--- src/rtl/yadmc_pkg.sv ---
// Shared state encodings and default widths for the yadmc request launcher.
package yadmc_pkg;
  localparam int DEF_ADR_W = 23;
  localparam int DEF_DAT_W = 32;
  localparam int DEF_SEL_W = 4;

  localparam logic [2:0] ST_IDLE   = 3'd0;
  localparam logic [2:0] ST_SETTLE = 3'd1;
  localparam logic [2:0] ST_ISSUE  = 3'd2;
  localparam logic [2:0] ST_WAIT   = 3'd3;
  localparam logic [2:0] ST_DRAIN  = 3'd4;
endpackage

--- src/rtl/yadmc_req_launch_if.sv ---
// Request / response / bundled-data bus between requester, launcher and synchronizers.
interface yadmc_req_launch_if
  import yadmc_pkg::*;
#(
  parameter int ADR_W = DEF_ADR_W,
  parameter int DAT_W = DEF_DAT_W,
  parameter int SEL_W = DEF_SEL_W
);
  logic             req_valid;
  logic             req_ready;
  logic             req_we;
  logic [ADR_W-1:0] req_adr;
  logic [DAT_W-1:0] req_dat;
  logic [SEL_W-1:0] req_sel;
  logic             rsp_valid;
  logic [DAT_W-1:0] rsp_dat;
  logic             rsp_err;
  logic             xfer_flag;
  logic             xfer_we;
  logic [ADR_W-1:0] xfer_adr;
  logic [DAT_W-1:0] xfer_dat;
  logic [SEL_W-1:0] xfer_sel;
  logic             done_flag;
  logic [DAT_W-1:0] done_dat;

  modport master (
    output req_valid, req_we, req_adr, req_dat, req_sel, done_flag, done_dat,
    input  req_ready, rsp_valid, rsp_dat, rsp_err,
           xfer_flag, xfer_we, xfer_adr, xfer_dat, xfer_sel
  );

  modport slave (
    input  req_valid, req_we, req_adr, req_dat, req_sel, done_flag, done_dat,
    output req_ready, rsp_valid, rsp_dat, rsp_err,
           xfer_flag, xfer_we, xfer_adr, xfer_dat, xfer_sel
  );
endinterface

--- src/rtl/yadmc_req_hold.sv ---
// Bundled-data capture register: holds the accepted request until the next load.
module yadmc_req_hold #(
  parameter int ADR_W = 23,
  parameter int DAT_W = 32,
  parameter int SEL_W = 4
) (
  input  logic             clk0,
  input  logic             rst,
  input  logic             load,
  input  logic             we,
  input  logic [ADR_W-1:0] adr,
  input  logic [DAT_W-1:0] dat,
  input  logic [SEL_W-1:0] sel,
  output logic             q_we,
  output logic [ADR_W-1:0] q_adr,
  output logic [DAT_W-1:0] q_dat,
  output logic [SEL_W-1:0] q_sel
);
  always_ff @(posedge clk0) begin
    if (rst) begin
      q_we  <= 1'b0;
      q_adr <= '0;
      q_dat <= '0;
      q_sel <= '0;
    end else if (load) begin
      q_we  <= we;
      q_adr <= adr;
      q_dat <= dat;
      q_sel <= sel;
    end
  end
endmodule

--- src/rtl/yadmc_req_launch.sv ---
// clk0-side request launcher: capture, settle, flag pulse, wait for completion.
// Optional completion timeout with drain state enabled by YADMC_REQ_TIMEOUT_EN.
module yadmc_req_launch
  import yadmc_pkg::*;
#(
  parameter int ADR_W   = DEF_ADR_W,
  parameter int DAT_W   = DEF_DAT_W,
  parameter int SEL_W   = DEF_SEL_W,
  parameter int SETTLE  = 2,
  parameter int TIMEOUT = 1024
) (
  input  logic             clk0,
  input  logic             rst,
  yadmc_req_launch_if.slave bus
);
  localparam int SW = (SETTLE > 1) ? $clog2(SETTLE) : 1;

  if (SETTLE < 1)  begin : g_bad_settle  $error("SETTLE must be >= 1");  end
  if (TIMEOUT < 2) begin : g_bad_timeout $error("TIMEOUT must be >= 2"); end

  logic [2:0]       state;
  logic [SW-1:0]    scnt;
  logic             accept;
  logic             rsp_valid_q;
  logic [DAT_W-1:0] rsp_dat_q;
  logic             xwe;
  logic [ADR_W-1:0] xadr;
  logic [DAT_W-1:0] xdat;
  logic [SEL_W-1:0] xsel;

  assign accept = (state == ST_IDLE) && bus.req_valid;

  yadmc_req_hold #(.ADR_W(ADR_W), .DAT_W(DAT_W), .SEL_W(SEL_W)) u_hold (
    .clk0 (clk0),
    .rst  (rst),
    .load (accept),
    .we   (bus.req_we),
    .adr  (bus.req_adr),
    .dat  (bus.req_dat),
    .sel  (bus.req_sel),
    .q_we (xwe),
    .q_adr(xadr),
    .q_dat(xdat),
    .q_sel(xsel)
  );

  assign bus.req_ready = (state == ST_IDLE);
  assign bus.xfer_flag = (state == ST_ISSUE);
  assign bus.xfer_we   = xwe;
  assign bus.xfer_adr  = xadr;
  assign bus.xfer_dat  = xdat;
  assign bus.xfer_sel  = xsel;
  assign bus.rsp_valid = rsp_valid_q;
  assign bus.rsp_dat   = rsp_dat_q;

`ifdef YADMC_REQ_TIMEOUT_EN
  localparam int TW = $clog2(TIMEOUT + 1);
  logic [TW-1:0] tcnt;
  logic          rsp_err_q;
  assign bus.rsp_err = rsp_err_q;
`else
  assign bus.rsp_err = 1'b0;
`endif

  always_ff @(posedge clk0) begin
    if (rst) begin
      state       <= ST_IDLE;
      scnt        <= '0;
      rsp_valid_q <= 1'b0;
      rsp_dat_q   <= '0;
`ifdef YADMC_REQ_TIMEOUT_EN
      tcnt        <= '0;
      rsp_err_q   <= 1'b0;
`endif
    end else begin
      rsp_valid_q <= 1'b0;
`ifdef YADMC_REQ_TIMEOUT_EN
      rsp_err_q   <= 1'b0;
`endif
      case (state)
        ST_IDLE: if (accept) begin
          scnt  <= SW'(SETTLE - 1);
          state <= ST_SETTLE;
        end
        ST_SETTLE: begin
          if (scnt == '0) state <= ST_ISSUE;
          else            scnt  <= scnt - 1'b1;
        end
        ST_ISSUE: begin
`ifdef YADMC_REQ_TIMEOUT_EN
          tcnt  <= '0;
`endif
          state <= ST_WAIT;
        end
        ST_WAIT: begin
          // completion takes priority over a coincident terminal count
          if (bus.done_flag) begin
            if (!xwe) rsp_dat_q <= bus.done_dat;
            rsp_valid_q <= 1'b1;
            state       <= ST_IDLE;
          end
`ifdef YADMC_REQ_TIMEOUT_EN
          else if (tcnt == TW'(TIMEOUT - 1)) begin
            rsp_valid_q <= 1'b1;
            rsp_err_q   <= 1'b1;
            state       <= ST_DRAIN;
          end else begin
            tcnt <= tcnt + 1'b1;
          end
`endif
        end
`ifdef YADMC_REQ_TIMEOUT_EN
        // swallow the late completion so it cannot pair with the next request
        ST_DRAIN: if (bus.done_flag) state <= ST_IDLE;
`endif
        default: state <= ST_IDLE;
      endcase
    end
  end
endmodule

--- src/flat_wrapper.sv ---
// flat-port wrapper written by rule: the top's interface ports become plain ports
module yadmc_req_launch_flat import yadmc_pkg::*;
#(
  parameter int ADR_W   = DEF_ADR_W,
  parameter int DAT_W   = DEF_DAT_W,
  parameter int SEL_W   = DEF_SEL_W,
  parameter int SETTLE  = 2,
  parameter int TIMEOUT = 1024
)
  (clk0, rst, bus_req_valid, bus_req_we, bus_req_adr, bus_req_dat, bus_req_sel, bus_done_flag, bus_done_dat, bus_req_ready, bus_rsp_valid, bus_rsp_dat, bus_rsp_err, bus_xfer_flag, bus_xfer_we, bus_xfer_adr, bus_xfer_dat, bus_xfer_sel);
  yadmc_req_launch_if #(.ADR_W(ADR_W), .DAT_W(DAT_W), .SEL_W(SEL_W)) bus_i ();
  input  logic clk0;
  input  logic rst;
  input wire logic [$bits(bus_i.req_valid)-1:0] bus_req_valid;
  input wire logic [$bits(bus_i.req_we)-1:0] bus_req_we;
  input wire logic [$bits(bus_i.req_adr)-1:0] bus_req_adr;
  input wire logic [$bits(bus_i.req_dat)-1:0] bus_req_dat;
  input wire logic [$bits(bus_i.req_sel)-1:0] bus_req_sel;
  input wire logic [$bits(bus_i.done_flag)-1:0] bus_done_flag;
  input wire logic [$bits(bus_i.done_dat)-1:0] bus_done_dat;
  output wire logic [$bits(bus_i.req_ready)-1:0] bus_req_ready;
  output wire logic [$bits(bus_i.rsp_valid)-1:0] bus_rsp_valid;
  output wire logic [$bits(bus_i.rsp_dat)-1:0] bus_rsp_dat;
  output wire logic [$bits(bus_i.rsp_err)-1:0] bus_rsp_err;
  output wire logic [$bits(bus_i.xfer_flag)-1:0] bus_xfer_flag;
  output wire logic [$bits(bus_i.xfer_we)-1:0] bus_xfer_we;
  output wire logic [$bits(bus_i.xfer_adr)-1:0] bus_xfer_adr;
  output wire logic [$bits(bus_i.xfer_dat)-1:0] bus_xfer_dat;
  output wire logic [$bits(bus_i.xfer_sel)-1:0] bus_xfer_sel;
  assign bus_i.req_valid = bus_req_valid;
  assign bus_i.req_we = bus_req_we;
  assign bus_i.req_adr = bus_req_adr;
  assign bus_i.req_dat = bus_req_dat;
  assign bus_i.req_sel = bus_req_sel;
  assign bus_i.done_flag = bus_done_flag;
  assign bus_i.done_dat = bus_done_dat;
  assign bus_req_ready = bus_i.req_ready;
  assign bus_rsp_valid = bus_i.rsp_valid;
  assign bus_rsp_dat = bus_i.rsp_dat;
  assign bus_rsp_err = bus_i.rsp_err;
  assign bus_xfer_flag = bus_i.xfer_flag;
  assign bus_xfer_we = bus_i.xfer_we;
  assign bus_xfer_adr = bus_i.xfer_adr;
  assign bus_xfer_dat = bus_i.xfer_dat;
  assign bus_xfer_sel = bus_i.xfer_sel;
  yadmc_req_launch #(.ADR_W(ADR_W), .DAT_W(DAT_W), .SEL_W(SEL_W), .SETTLE(SETTLE), .TIMEOUT(TIMEOUT)) u_core (.clk0(clk0), .rst(rst), .bus(bus_i));
endmodule
--- config.mk ---
export PLATFORM = sky130hd
export DESIGN_NAME = yadmc_req_launch_flat
export DESIGN_NICKNAME = d
export VERILOG_FILES = /design/src/rtl/yadmc_pkg.sv /design/src/rtl/yadmc_req_launch_if.sv /design/src/rtl/yadmc_req_hold.sv /design/src/rtl/yadmc_req_launch.sv /design/src/flat_wrapper.sv
export SDC_FILE = /design/constraint.sdc
export NUM_CORES = 1
export LEC_CHECK = 0
export CORE_MARGIN = 5
export CORE_UTILIZATION = 39
export DETAILED_ROUTE_END_ITERATION = 10
export PLACE_DENSITY = 0.84
export SYNTH_ARGS = -nofsm -noshare
export SYNTH_HDL_FRONTEND = slang
export SYNTH_HIERARCHICAL = 1
export SYNTH_SLANG_ARGS = --single-unit
--- constraint.sdc ---
create_clock -name clk0 -period 1.9 [get_ports clk0]
set_input_delay 0.19 -clock clk0 [delete_from_list [all_inputs] [get_ports clk0]]
set_output_delay 0.19 -clock clk0 [all_outputs]
set_load 0.02 [all_outputs]
==> impl_results.md, run 1 <==
* CTS tree: yes
* Pwr dens at 1080 nW/µm²
* Hold-fix buffers at CTS at 0
* Max Cap Violations at 0
* Final Hold Vio Count at 0
* Commonest non-fill, non-tap cells in the layout: clkdlybuf4s50_1, dfxtp_1, nand2_1
* # Post-CTS Setup Buffers at 0
* Syn_nets at 463
* Req. time, crit path at 1.71 ns
* Final non-filler cell total at 657
* Synth Warn # at 6
* Crit path DAT at 1.36 ns
* Vias at 3044
* DP HPWL at 7550 µm
* Cell area after synthesis at 3540 µm²
* Worst Max-Slew Pin Slew at 0.532 ns
* Synth area leader: dfxtp_1
* Starting density of the core at 40.4%
* Worst-Skew Late Latency at 0.35 ns
* Detailed Routing Iterations Pass 1 at 4
* Clock Skew at 0.0107 ns
* Layout area overhead at 60.4%
* WP buf/inv at 1
* Largest net degree at the start of global routing at 54
* Initial antenna violation count at 0
* Cell variety after synth at 24
* Drt drc at 0
* CTS Root Buffer Type: clkbuf_8
* Final worst slack at 0.348 ns
* Hold Path Class: in -> reg
* I/O pins at 192
* Post-DP Area at 5490 µm²
* Top cells by area, synth: dfxtp_1, mux2i_1, nand2_1, nor2_1, a21oi_1
* Row cnt at 34
* Leakage at 0.00216 µW
* Inst Count DP at 643
* Sequential fraction of the synthesis area at 54.3%
* Setup slack at placement at 0.313 ns
* Fillers at 702
* Clock Path Buffers at 2
* Layout Nets at 646
* WL final at 9840 µm
* Unrepaired setup endpoints after global routing: false
* Relative slew slack at 64.5%
* Antenna cells at 0
* Commonest non-fill, non-tap cell in the layout: clkdlybuf4s50_1
* CTS clock-pin slew for the worst setup and hold paths at 0.10 ns
* Fraction of layout cells with a size suffix above 1 at 5.10%
* Final period utilization at 81.7%
* Total global routing overflow at 0
* Num CTS Buffers at 9
* Max Clock Freq at 0.644 GHz
* Core ar. at 8760 µm²
* Peak supply drop at 0.000508 V
* Yosys top cell area share at 54.3%
* Vias in the first global route at 3070
* Final setup violation count at 0
* DIE WIDTH at 105 µm
* Number of synthesized register bits at 96
* Tmin final at 1.55 ns
* Worst path cell trace: clkdlybuf4s50_1
* Crit path max fanout at 4
* Initial DRC count at 91
* Final core occ at 64.7%
* H-Tree Depth at 3
* Via-to-Cell Ratio at 4.63
* Die area at 11100 µm²
* Cells after Synth at 363
* PostCTS Resize Cnt at 0
* Mean routed wirelength per cell at 15.0 µm
* Slowest CP cell: clkdlybuf4s50_1
* First-pass GRT wire length at 15400 µm
* Crit-path leading delay family: buffers and inverters
* Gpl congestion at 0.725
* Worst Setup End Kind: output pin
* Port Buffer Count at 190
* Max-slew violation count at 0
* Final instance area at 5670 µm²
* CTS sink count at 96
* Critical path startpoint category: flip-flop
* FF/Latch Area at 1920 µm²
* Mapped Avg Cell Area at 9.74 µm²
* Slowest Stage Delay on Critical Path at 0.65 ns
* Setup TNS at 0 ns
* DRT antenna net count at 0
* Die Ht at 105 µm
* Outcome: complete, no violations
* Kind of critical path: reg -> out
* Area of the multi-input gates at 1390 µm²
* Total Routing Usage GR at 16.8%
## path summary, 6_finish.rpt
check                           cells past startpoint                endpoint                    from  slack, ns
worst min-delay path                                3  u_core/bus.rsp_dat[26]        bus_done_dat[26]       0.38
worst min register to register                      2  u_core/bus.rsp_dat[18]  u_core/bus.rsp_dat[18]       0.46
worst max register to register                      6  u_core/u_hold/q_dat[9]         u_core/state[0]       0.35
worst max-delay path                                1             bus_xfer_we      u_core/u_hold/q_we       0.35
## final cells by class
type                    instances  share of cell area, %
well taps                     108                   2.38
repair buffers                198                   35.7
flip-flops and latches         96                   33.9
clock buffers                   9                   2.18
inverters                       4                  0.265
multi-input cells             237                   24.6
clock inverters                 5                   1.06
## synthesized netlist by cell type (all sizes together)
cell and number:
a21oi 33, nor2 62, and3b 1, nand3b 1
nand2 66, ha 4, o21ai 1, buf 22
conb 1, a221oi 1, clkbuf 4, and2 1
dfxtp 96, a22oi 1, inv 4, nand2b 2
nor2b 1, mux2i 61, a221o 1
## cell families (layout without fill, tap and decap cells)
group,Yosys count,count (layout),synth area share [%]
simple gates,134,134,14.8
flops,96,96,54.3
other cells,1,1,0.106
mux,61,61,17.3
compound gates,37,37,5.77
fa+ha+maj,4,4,1.41
buf+inv,30,216,6.33
## power by group
part / switching [µW] / internal, µW / total (µW)
clock network: 682 / 594 / 1280
registers: 159 / 2310 / 2470
logic: 1150 / 1250 / 2400
## metrics by stage
stage	total power (µW)	hold slack, ns
final	6150	0.377
after global routing	6470	0.379
after CTS	6220	0.361
after detailed placement	4940	0.448
after global placement	4880	0.440
after floorplan	3990	0.312
## worst reg2reg max path, stage by stage, from the launching register on
cell and delay, ns:
dfxtp_1 0.34, inv_1 0.11, ha_1 0.21, and2_4 0.28, buf_12 0.20, mux2i_1 0.22, nor2_1 0.05
## state kept, by name (all words and copies together) (netlist names)
signal and count:
u_core/u_hold/q_we 1, u_core/scnt 1, u_core/u_hold/q_dat 32, u_core/bus.rsp_valid 1, u_core/bus.rsp_dat 32, u_core/u_hold/q_sel 4, u_core/state 2, u_core/u_hold/q_adr 23
## per-layer routing
metal,part of all wire [%],track usage (%),vias to the layer above
met5,0,0,-
met4,1.1,4.75,0
met3,8.9,5.81,9
met2,48,28.5,122
met1,42,20.1,1378
li1,-,-,1535
No activity file was read; power rests on OpenSTA's default activity.
==> run 2, diff against run 1 <==
Settings changed: CORE_UTILIZATION 39 to 35, PLACE_DENSITY 0.84 to 0.8.
Clock period 1.9 ns to 1.4 ns, I/O delays scaled along.
==> run 2 against run 1 <==
The run now ends with negative setup slack left. Clock power up 53%. Die area up 10%. Flip-flop and latch count unchanged. Register-to-register slack worse by 0.39 ns. Global-route usage up 0.064 points. Via count up 5.0%. Core utilization down 4.6 points. Largest power group is now combinational cells. Critical endpoint is now u_core/u_hold/q_dat[26]. Power up 44%. Non-clock buffer count up 15. Critical path type is now reg -> reg. Highest routed layer unchanged.
==> impl_results.md, run 2 (synthesized netlist as in run 1, its figures left out) <==
* Failing checks: negative setup slack
* Peak supply drop at 0.000664 V (+31%)
* Max Clock Freq at 0.693 GHz
* Max Cap Violations at 0 (unchanged)
* DRT antenna net count at 0 (unchanged)
* Final setup violation count at 34 (+34)
* Post-DP Area at 5590 µm² (+2.0%)
* Largest net degree at the start of global routing at 56 (+3.7%)
* Unrepaired setup endpoints after global routing: true
* Initial DRC count at 145 (+59%)
* Final Hold Vio Count at 0 (unchanged)
* Final instance area at 5900 µm² (+4.0%)
* Pwr dens at 1510 nW/µm² (+39%)
* Hold Path Class: in -> reg
* Vias at 3195 (+5.0%)
* Final Power at 8880 µW (+44%)
* Kind of critical path: reg -> reg
* Gpl congestion at 0.747 (+3.0%)
* Core ar. at 9820 µm² (+12%)
* Drt drc at 0 (unchanged)
* Max-slew violation count at 0 (unchanged)
* Row cnt at 36 (+5.9%)
* First-pass GRT wire length at 16900 µm (+9.9%)
* Initial antenna violation count at 0 (unchanged)
* H-Tree Depth at 3 (unchanged)
* Tmin final at 1.44 ns
* Detailed Routing Iterations Pass 1 at 5 (+1)
* CTS clock-pin slew for the worst setup and hold paths at 0.09 ns (about the same)
* I/O pins at 192 (unchanged)
* Port Buffer Count at 190 (unchanged)
* Commonest non-fill, non-tap cells in the layout: clkdlybuf4s50_1, dfxtp_1, dlygate4sd2_1
* Antenna cells at 0 (unchanged)
* Clock Path Buffers at 2 (unchanged)
* Die Ht at 111 µm (+5.0%)
* Final core occ at 60.1% (-4.6 points)
* Crit path DAT at 1.69 ns (+0.33 ns)
* Die area at 12200 µm² (+10%)
* Req. time, crit path at 1.64 ns (-0.07 ns)
* Clock Skew at 0.00348 ns (-0.00724 ns)
* CTS tree: yes
* Worst-Skew Late Latency at 0.35 ns (about the same)
* DP HPWL at 7650 µm (+1.3%)
* Crit path max fanout at 7 (+3)
* Total Routing Usage GR at 16.8% (+0.064 points)
* WL final at 10400 µm (+5.8%)
* Layout area overhead at 66.9%
* Fin Hold WS at 0.243 ns (-0.134 ns)
* Setup slack at placement at -0.0611 ns (-0.374 ns)
* Starting density of the core at 36.0% (-4.3 points)
* Via-to-Cell Ratio at 4.57 (-1.3%)
* Num CTS Buffers at 9 (unchanged)
* Leakage at 0.00269 µW (+24%)
* Mean routed wirelength per cell at 14.9 µm (-0.57%)
* Total global routing overflow at 0 (unchanged)
* CTS Root Buffer Type: clkbuf_8
* Fraction of layout cells with a size suffix above 1 at 10.4% (+5.3 points)
* Worst Setup End Kind: flip-flop
* Final period utilization at 103%
* Final worst slack at -0.0434 ns (-0.391 ns)
* CTS sink count at 96 (unchanged)
* Critical path startpoint category: flip-flop
* Layout Nets at 661 (+2.3%)
* Reg-to-reg setup timing slack at -0.04 ns (-0.39 ns)
* DIE WIDTH at 111 µm (+5.0%)
* Vias in the first global route at 3282 (+6.9%)
* Outcome: finished, violations left
* Hold-fix buffers at CTS at 0 (unchanged)
-- run 2: changes by cell type in the layout (fill, tap and decap cells not counted), sizes merged --
cell and change:
clkinvlp -3, bufbuf +1, dlygate4sd2 +93, clkinv +3, buf +14, clkbuf +3
clkdlybuf4s50 -93, dlymetal6s2s -2, bufinv +1
-- run 2: worst paths after layout --
check	depth (start not counted)	end	start
worst max-delay path	7	u_core/u_hold/q_dat[26]	u_core/state[0]
worst min-delay path	3	u_core/bus.rsp_dat[8]	rst
worst max register to register	7	u_core/u_hold/q_dat[26]	u_core/state[0]
worst min register to register	2	u_core/bus.rsp_dat[16]	u_core/bus.rsp_dat[16]
-- run 2: area by class of cell --
type	count	area [µm²]
timing repair buffer	213	2130
clock inverter	6	82.6
multi-input combinational	237	1450
fill	872	3920
inverter	4	15.0
sequential	96	1920
clock buffer	10	138
tap	133	166
-- run 2: what timing repair did --
item                                    in CTS  in global routing
pin swaps                                    2                 11
resized for setup                          110                 11
cloned                                       3                  1
endpoints found under the setup margin     135                 71
buffers inserted                             3                  2
-- run 2: power breakdown --
| part | internal [µW] | switching [µW] | total (µW) |
|---|---|---|---|
| sequential | 3140 | 199 | 3340 |
| clock | 1050 | 919 | 1960 |
| combinational | 1860 | 1720 | 3580 |
-- run 2: critical path: stages (launching register included) --
cell and delay [ns]:
dfxtp_2 0.34, inv_2 0.08, ha_4 0.15, and2_4 0.21, buf_12 0.15, buf_8 0.14, mux2i_2 0.20, nor2_1 0.06
-- run 2: layer usage --
layer  up-vias  global-route usage, %  routed length (µm)
met5         -                      0                   0
met4         0                   7.55                 278
met3        20                   6.40                 828
met2       133                   28.1                5010
li1       1569                      -                   -
met1      1473                   19.1                4290
-- run 2: stage by stage --
step           instances  TNS [ns]
2_1_floorplan        363         0
3_3_place_gp         675    -0.271
3_5_place_dp         675     -1.44
4_1_cts              697     -1.84
5_1_grt              699     -4.11
6_report             699    -0.767
==> run 3, diff against run 2 <==
Settings changed: CELL_PAD_IN_SITES_DETAIL_PLACEMENT set to 0, CELL_PAD_IN_SITES_GLOBAL_PLACEMENT set to 1, CORE_UTILIZATION 35 to 25.
==> run 3 against run 2 <==
The run now ends clean. Critical path depth fell by 1. Global-route usage down 4.5 points. Cell count is 6.3% higher. Fmax increased by 5.7%. Via count is 1.5% lower. Flip-flop and latch count did not move. Clock skew is essentially flat. Power rose by 1.5%. Register-to-register slack better by 0.08 ns. Sequential share of layout area fell by 0.15 points. Worst setup slack gained 0.077 ns.
==> impl_results.md, run 3 (synthesized netlist as in run 1, its figures left out) <==
* Outcome: complete, no violations
* Final period utilization at 97.6% (-5.5 points)
* Highest routed layer: met4
* Starting density of the core at 25.5% (-11 points)
* Final worst slack at 0.0341 ns (+0.0775 ns)
* Final setup violation count at 0 (-100%)
* I/O pins at 192 (unchanged)
* Layout Nets at 658 (-0.45%)
* Via-to-Cell Ratio at 4.23 (-7.4%)
* Mean routed wirelength per cell at 14.4 µm (-3.6%)
* Final core occ at 42.7% (-17 points)
* Core ar. at 13900 µm² (+41%)
* Port Buffer Count at 190 (unchanged)
* CTS Root Buffer Type: clkbuf_16
* CP Launch Point: u_core/state[0]
* Total global routing overflow at 0 (unchanged)
* Vias at 3146 (-1.5%)
* Critical path startpoint category: flip-flop
* Max Clock Freq at 0.732 GHz (+5.7%)
* Fraction of layout cells with a size suffix above 1 at 9.24% (-1.2 points)
* CTS clock-pin slew for the worst setup and hold paths at 0.07 ns (-0.02 ns)
* DRT antenna net count at 0 (unchanged)
* Req. time, crit path at 1.63 ns (about the same)
* Worst-Skew Late Latency at 0.34 ns (about the same)
* Die area at 16600 µm² (+36%)
* Crit path DAT at 1.60 ns (-0.09 ns)
* DP HPWL at 7860 µm (+2.8%)
* Pwr dens at 1520 nW/µm² (+1.0%)
* Wire length on met3 at 1050 µm (+27%)
* Initial DRC count at 128 (-12%)
* Max-slew violation count at 0 (unchanged)
* Unrepaired setup endpoints after global routing: true
* Largest net degree at the start of global routing at 38 (-32%)
* Total Routing Usage GR at 12.3% (-4.5 points)
* Setup slack at placement at -0.0894 ns (-0.0282 ns)
* Clock Skew at 0.00375 ns (+0.000272 ns)
* Peak supply drop at 0.000610 V (-8.1%)
* Crit path max fanout at 10 (+3)
* Detailed Routing Iterations Pass 1 at 4 (-1)
* Gpl congestion at 0.755 (+1.1%)
* Max Cap Violations at 0 (unchanged)
* Leakage at 0.00269 µW (about the same)
* Kind of critical path: reg -> reg
* Num CTS Buffers at 9 (unchanged)
* Initial antenna violation count at 0 (unchanged)
* Clock Path Buffers at 2 (unchanged)
* Met2 Wirelength at 4990 µm (-0.44%)
* Hold Path Class: in -> reg
* Fillers at 1390 (+59%)
* Antenna cells at 0 (unchanged)
* Tmin final at 1.37 ns (-0.0775 ns)
* Drt drc at 0 (unchanged)
* First-pass GRT wire length at 16200 µm (-4.3%)
* Layout area overhead at 67.6%
* Hold_sp: rst
* WL final at 10700 µm (+2.5%)
* Row cnt at 43 (+19%)
* Commonest non-fill, non-tap cells in the layout: clkdlybuf4s50_1, dfxtp_1, dlygate4sd2_1
* Worst r2r src: u_core/state[0]
* Vias in the first global route at 3241 (-1.2%)
* Worst Setup End Kind: flip-flop
* Wl on met1 at 4420 µm (+3.0%)
* DIE WIDTH at 129 µm (+17%)
* H-Tree Depth at 3 (unchanged)
* Final Hold Vio Count at 0 (unchanged)
* CTS sink count at 96 (unchanged)
* CTS tree: yes
* Die Ht at 129 µm (+17%)
run 3: changes by cell type in the layout (fill, tap and decap cells not counted), moves of 3 or more:
cell	change
mux2i_1	+3
clkbuf_8	-9
buf_6	+3
mux2i_2	-3
clkbuf_16	+9
buf_4	-3
run 3: layer usage:
layer | up-vias | global-route usage [%]
met5 | - | 0
met4 | 0 | 4.94
met3 | 17 | 5.35
met2 | 122 | 19.9
met1 | 1438 | 14.3
li1 | 1569 | -
run 3: repair_timing:
item / in CTS / in global routing
endpoints found under the setup margin: 117 / 82
cloned: 0 / 3
buffers inserted: 0 / 0
gates resized for setup: 102 / 7
pin swaps: 0 / 7
hold buffers: 0 / 0
run 3: final cells by class:
cell class | instances | area [µm²] | share of cell area [%]
multi-input combinational | 238 | 1430 | 24.1
sequential | 96 | 1920 | 32.5
clock inverter | 6 | 35.0 | 0.591
timing repair buffer | 209 | 2060 | 34.8
tap | 180 | 225 | 3.80
clock buffer | 10 | 239 | 4.03
inverter | 4 | 15.0 | 0.253
run 3: final timing paths:
kind         slack, ns  cells past startpoint                      to
max               0.03                      6  u_core/u_hold/q_dat[2]
min               0.25                      2    u_core/bus.rsp_valid
max reg2reg       0.03                      6  u_core/u_hold/q_dat[2]
min reg2reg       0.45                      2  u_core/bus.rsp_dat[28]
run 3: power by group:
group	internal (µW)	total, µW	leakage, µW	switching [µW]
logic	1690	3390	0.00177	1690
registers	3150	3360	0.000784	208
clock network	1240	2280	0.000134	1040
run 3: critical path, cell delays in order, from the launching register on:
cell,delay (ns)
dfxtp_2,0.34
inv_2,0.08
ha_4,0.16
and2_4,0.23
clkbuf_16,0.19
mux2i_1,0.20
nor2_1,0.05
run 3: stage by stage:
| stage | hold WS [ns] | std cells | setup TNS (ns) | area, µm² | power (µW) |
|---|---|---|---|---|---|
| finish | 0.250 | 743 | 0 | 5930 | 9020 |
| floorplan | 0.262 | 363 | 0 | 3550 | 5450 |
| global placement | 0.441 | 724 | -1.09 | 5680 | 6780 |
| global route | 0.286 | 743 | -1.01 | 5930 | 9520 |
| detailed placement | 0.449 | 724 | -3.38 | 5680 | 6860 |
| CTS | 0.247 | 740 | 0 | 5850 | 8960 |
